### src/rtl/pc_sequencer_pkg.sv
// Shared definitions for the FRANK6000 program-counter sequencer:
// reset vector, default geometry and the per-cycle action encoding.
package pc_sequencer_pkg;
  localparam int unsigned RESET_VECTOR      = 0;
  localparam int unsigned FRANK_ADDR_W      = 8;
  localparam int unsigned FRANK_STACK_DEPTH = 4;

  typedef enum logic [2:0] {
    ACT_HOLD,
    ACT_FAULT,
    ACT_RET,
    ACT_CALL,
    ACT_JUMP,
    ACT_INC
  } action_t;
endpackage

### src/rtl/ret_stack.sv
// Return-address LIFO. Only the occupancy count is reset; entry contents
// are don't-care until written by a push.
module ret_stack #(
  parameter int ADDR_W = 8,
  parameter int DEPTH  = 4
) (
  input  logic                     clk,
  input  logic                     rst_n,
  input  logic                     push,
  input  logic                     pop,
  input  logic [ADDR_W-1:0]        din,
  output logic [ADDR_W-1:0]        dout,
  output logic [$clog2(DEPTH):0]   count,
  output logic                     full,
  output logic                     empty
);
  localparam int PW = $clog2(DEPTH);
  localparam int CW = PW + 1;

  logic [ADDR_W-1:0] mem [DEPTH];

  assign full  = (count == CW'(DEPTH));
  assign empty = (count == '0);
  assign dout  = mem[PW'(count - CW'(1))];

  always_ff @(posedge clk or negedge rst_n) begin
    if (!rst_n)
      count <= '0;
    else if (push && !full)
      count <= count + CW'(1);
    else if (pop && !empty)
      count <= count - CW'(1);
  end

  always_ff @(posedge clk) begin
    if (push && !full)
      mem[PW'(count)] <= din;
  end
endmodule

### src/rtl/pc_sequencer.sv
// Program-counter sequencer: increment / taken jump / call / return with a
// sticky stack-fault flag that freezes the machine until reset.
module pc_sequencer
  import pc_sequencer_pkg::*;
#(
  parameter int ADDR_W      = FRANK_ADDR_W,
  parameter int STACK_DEPTH = FRANK_STACK_DEPTH
) (
  input  logic                          clk,
  input  logic                          rst_n,
  input  logic                          en,
  input  logic                          is_branch,
  input  logic                          jump,
  input  logic                          call,
  input  logic                          ret,
  input  logic [ADDR_W-1:0]             target,
  output logic [ADDR_W-1:0]             pc,
  output logic [$clog2(STACK_DEPTH):0]  sp,
  output logic                          stack_err
);
  action_t           act;
  logic [ADDR_W-1:0] pc_next;
  logic [ADDR_W-1:0] pc_inc;
  logic [ADDR_W-1:0] top;
  logic              err_next;
  logic              push;
  logic              pop;
  logic              full;
  logic              empty;

  assign pc_inc = pc + ADDR_W'(1);

  // Priority: fault > ret > call > taken jump > increment.
  always_comb begin
    act = ACT_HOLD;
    if (en && !stack_err) begin
      if (call && ret)             act = ACT_FAULT;
      else if (ret)                act = ACT_RET;
      else if (call)               act = ACT_CALL;
      else if (is_branch && jump)  act = ACT_JUMP;
      else                         act = ACT_INC;
    end
  end

  always_comb begin
    pc_next  = pc;
    err_next = stack_err;
    push     = 1'b0;
    pop      = 1'b0;
    case (act)
      ACT_FAULT: err_next = 1'b1;
      ACT_RET: begin
        if (empty) err_next = 1'b1;
        else begin
          pop     = 1'b1;
          pc_next = top;
        end
      end
      ACT_CALL: begin
        if (full) err_next = 1'b1;
        else begin
          push    = 1'b1;
          pc_next = target;
        end
      end
      ACT_JUMP: pc_next = target;
      ACT_INC:  pc_next = pc_inc;
      default: ;
    endcase
  end

  always_ff @(posedge clk or negedge rst_n) begin
    if (!rst_n) begin
      pc        <= ADDR_W'(RESET_VECTOR);
      stack_err <= 1'b0;
    end else begin
      pc        <= pc_next;
      stack_err <= err_next;
    end
  end

  ret_stack #(.ADDR_W(ADDR_W), .DEPTH(STACK_DEPTH)) u_stack (
    .clk   (clk),
    .rst_n (rst_n),
    .push  (push),
    .pop   (pop),
    .din   (pc_inc),
    .dout  (top),
    .count (sp),
    .full  (full),
    .empty (empty)
  );
endmodule
### config.mk
export PLATFORM = sky130hd
export DESIGN_NAME = pc_sequencer
export DESIGN_NICKNAME = d
export VERILOG_FILES = /design/src/rtl/pc_sequencer_pkg.sv /design/src/rtl/ret_stack.sv /design/src/rtl/pc_sequencer.sv
export SDC_FILE = /design/constraint.sdc
export NUM_CORES = 1
export LEC_CHECK = 0
export CORE_MARGIN = 2
export CORE_UTILIZATION = 60
export DETAILED_ROUTE_END_ITERATION = 12
export HOLD_SLACK_MARGIN = 0.05
export PLACE_DENSITY_LB_ADDON = 0.3
export SYNTH_ARGS = -nofsm -noshare
export SYNTH_HDL_FRONTEND = slang
export SYNTH_SLANG_ARGS = --single-unit
### constraint.sdc
create_clock -name clk -period 4.25 [get_ports clk]
set_input_delay 0.85 -clock clk [delete_from_list [all_inputs] [get_ports clk]]
set_output_delay 0.85 -clock clk [all_outputs]
set_load 0.02 [all_outputs]
==> results.txt <==
The run finished with clean final reports. In this run the mean area of a mapped cell was 12.63 um^2. The floorplan has 23 rows. The end point of the most critical hold path was stack_err$_DFFE_PN0P_. The final-report setup violation count came out at 0. Number of diodes added for antenna fixing: 0. The cell area that synthesis handed to floorplanning was 2476 um^2. The hold-critical path depth came out at 1. The adder-cell area share of the yosys netlist is 3.537%, and the share of cell area taken by muxes after synthesis is 12.63%. The clock-pin slew on the worst setup and hold paths was 100 ps. The compound-cell area share of the yosys netlist was 11.93%. The H-tree generated during clock tree synthesis spans 2 levels. The minimum clock period was 3286 ps. In this run the critical register-to-register path is launched from u_stack.count[0]$_DFFE_PN0P_.

Once the floorplan was initialized, standard cells occupied 61.90% of the core. The first routing iteration left 250 violations. The worst setup path is launched from an input port. Summing the areas of all xor and xnor instances in the mapped netlist gives 2.830% of the synthesized area.

Global routing consumed, over all layers together, 30.01% of the routing resources. The proportion of netlist area held by the largest area contributor was 38.81%; the total leakage power was 1.049 nW. The first TritonRoute pass finished after 4 iterations.

The region available for standard cell placement spans 4000 um^2. The post-route netlist has 12.00% of its cells at a drive strength greater than 1. Class of the worst hold path: reg -> reg.

The logs give 0 for the total DRC errors in the routed layout and 72.26% for the share of the core filled with cells in the final layout. In this run, placement finished with an instance count of 267. The tools report the number of global-route vias before repair as 1823.

The highest clock rate came out at 304.3 MHz. The die covers 4657 um^2. Along the worst path, the maximum fanout reaches 12. The launch point of the worst hold path was stack_err$_DFFE_PN0P_. The class of the most critical setup path was in -> reg. At the worst endpoint, the arrival time is 3240 ps. By area the synthesized netlist is led by edfxtp_1 (39%), dfrtp_1 (12%), mux4_1 (6.4%), mux2_4 (3.6%), ha_1 (3.5%).

At the pin with the least slew margin, the transition time is 661.0 ps. The async set or reset register ratio after synthesis is 27.27%, and the number of synthesized flops with an enable pin is 32. By count the netlist is led by edfxtp_1 (32), nand3_1 (13), dfrtp_1 (12). The signed area change from the synthesized netlist to the final layout came out at 16.73%. The die is 68.24 um wide.

The number of endpoints with negative hold slack in the final report was 0. Setup repair after global routing left no endpoint under its margin. The congestion estimate from routability-driven global placement came to 0.9109. TritonCTS built the clock tree.

Pin placement for this block handled 27 I/O pins. The worst setup path is captured at a flop. Data on the critical path is required at its endpoint by 4210 ps. The clock sink count is 44, and the total wire length after detailed routing is 6224 um. The total clock buffers created by CTS was 5. The routed layout has 1794 vias. The first global-routing pass estimated 9563 um of wire.

The logs give 246 for the final layout net count and 17 for the maximum number of pins on one net before global-route repair. The count of buffers added on input and output ports is 26. The max-slew violation count was 0; the post-layout instance count excluding filler cells was 275. The run gives 196 as the instance count of the mapped netlist. The Yosys warning count was 0. The number of nets in the synthesized netlist is 218. The number of hold buffers added after CTS was 0. The die is 68.24 um tall. After detailed routing, the number of vias per cell comes to 6.524. The tools report the number of post-CTS setup repair buffers as 0.

The clock tree buffer depth is 2. The initial antenna violation count is 0, and the final HPWL from detailed placement is 4393 um. By area, the combinational part of the netlist is dominated by simple AND/OR/NAND/NOR gates. The final worst-path cycle share came out at 77.32%. For this run, the leading register cell type out of synthesis is edfxtp_1. In this run the critical register-to-register path is captured at pc[6]$_DFFE_PN0P_.

Across the routed clock network, the largest skew measured is 14.88 ps. The clock tree root driver cell is clkbuf_8. The cell depth of the worst flop-to-flop path was 7. The largest total area in the synthesized netlist belongs to edfxtp_1. In the post-synthesis netlist, the cell with the most instances is edfxtp_1. Global routing finished with a remaining overflow of 0. Detailed-route wire length per cell: 22.63 um. The logs give 55.74% for the worst slew margin relative to its limit and 50.93% for the sequential element share of the synthesized area. The count of state elements after synthesis was 44; the clock latency reported for the late side of the worst-skew pair was 310 ps. VDD sags by at most 0.3740 mV. The count of nets left with antenna violations once routing finished came out at 0. Dividing total power by cell area gives a power density of 604.9 nW/um^2. Counting distinct cell types in the post-synthesis netlist gives 49. After clock tree synthesis, the repair step resized 0 gates.

Max-cap violations in this run came to 0. Of the total synthesized cell area, the portion taken by AND, OR, NAND and NOR gates is 14.45%. Adding up every negative setup slack in the final design gives 0 ps.

The tools report the slack of the worst reg-to-reg path as 1450 ps.
-- layout by cell type (no fill, tap or decap), drive strengths merged, types with 2 or more instances in the layout --
cell / synthesis / final
edfxtp: 32 / 32
clkdlybuf4s50: 0 / 26
nand3: 13 / 13
dfrtp: 12 / 12
nand2: 11 / 11
a21oi: 11 / 11
inv: 9 / 11
nor2: 9 / 9
nand4: 8 / 8
mux4: 8 / 8
o21ai: 8 / 8
o211ai: 7 / 7
ha: 7 / 7
mux2: 6 / 6
xnor2: 5 / 5
clkbuf: 0 / 5
nand2b: 4 / 4
buf: 9 / 4
xor2: 3 / 3
and2: 3 / 3
a211o: 3 / 3
nor3: 3 / 3
nor2b: 2 / 2
o2111ai: 2 / 2
mux2i: 2 / 2
a31oi: 2 / 2
and4: 2 / 2
a211oi: 2 / 2
a32o: 2 / 2
-- report_power, final --
group          total, mW  internal (mW)  switching (mW)
sequential         0.670          0.572          0.0978
combinational      0.739          0.335           0.405
clock              0.339          0.181           0.158
total               1.75           1.09           0.660
-- logic make-up after synthesis --
family	after synthesis
AND/OR/NAND/NOR	60
flip-flops	44
AO/OA/AOI/OAI	43
buffers and inverters	18
multiplexers	16
XOR/XNOR	8
adder cells (fa/ha/maj)	7
-- routing by layer --
layer	share of wire [%]	wire (um)	track usage, %	vias to the layer above
li1	-	-	-	820
met1	42	2600	39.12	874
met4	2.8	177	14.25	0
met5	0	0	0	-
met2	49	3044	49.27	85
met3	6.5	402	4.605	15
-- registers in the layout, indices dropped and copies added (netlist names) --
name,count
stack_err,1
u_stack.mem,32
pc,8
u_stack.count,3
-- per-stage QoR --
step	hold slack [ps]	cell area, um^2	setup WS [ps]	total power, mW
global placement	528.4	2771	786.7	1.381
floorplan	554.4	2476	1576	1.127
detailed placement	537.7	2771	688.6	1.404
global route	603.2	2890	762.0	1.836
CTS	566.0	2890	1007	1.747
finish	567.6	2890	963.9	1.748
-- worst max path at each step --
stage / from / endpoint / slack [ps] / cells past startpoint
floorplan: call / u_stack.mem[3][0]$_DFFE_PP_ / 1580 / 8
finish: call / u_stack.mem[3][7]$_DFFE_PP_ / 960 / 7
global route: call / u_stack.mem[2][3]$_DFFE_PP_ / 760 / 7
detailed placement: call / pc[6]$_DFFE_PN0P_ / 690 / 7
global placement: call / u_stack.mem[3][6]$_DFFE_PP_ / 790 / 7
CTS: call / pc[6]$_DFFE_PN0P_ / 1010 / 7
-- cell type report --
type                            count  area [um^2]
Inverter                            9        33.78
Tap cell                           50        62.56
Clock buffer                        5        68.82
Timing Repair Buffer               30        290.3
Multi-Input combinational cell    134         1124
Clock inverter                      3        50.05
Fill cell                         300         1110
Sequential cell                    44         1261
-- critical path, stage by stage --
cell and delay [ps]:
clkdlybuf4s50_1 500, inv_2 120, ha_1 500, nor2b_1 220, o211ai_1 300, a21oi_1 320, and2_1 430
No activity file was read; power rests on OpenSTA's default activity.
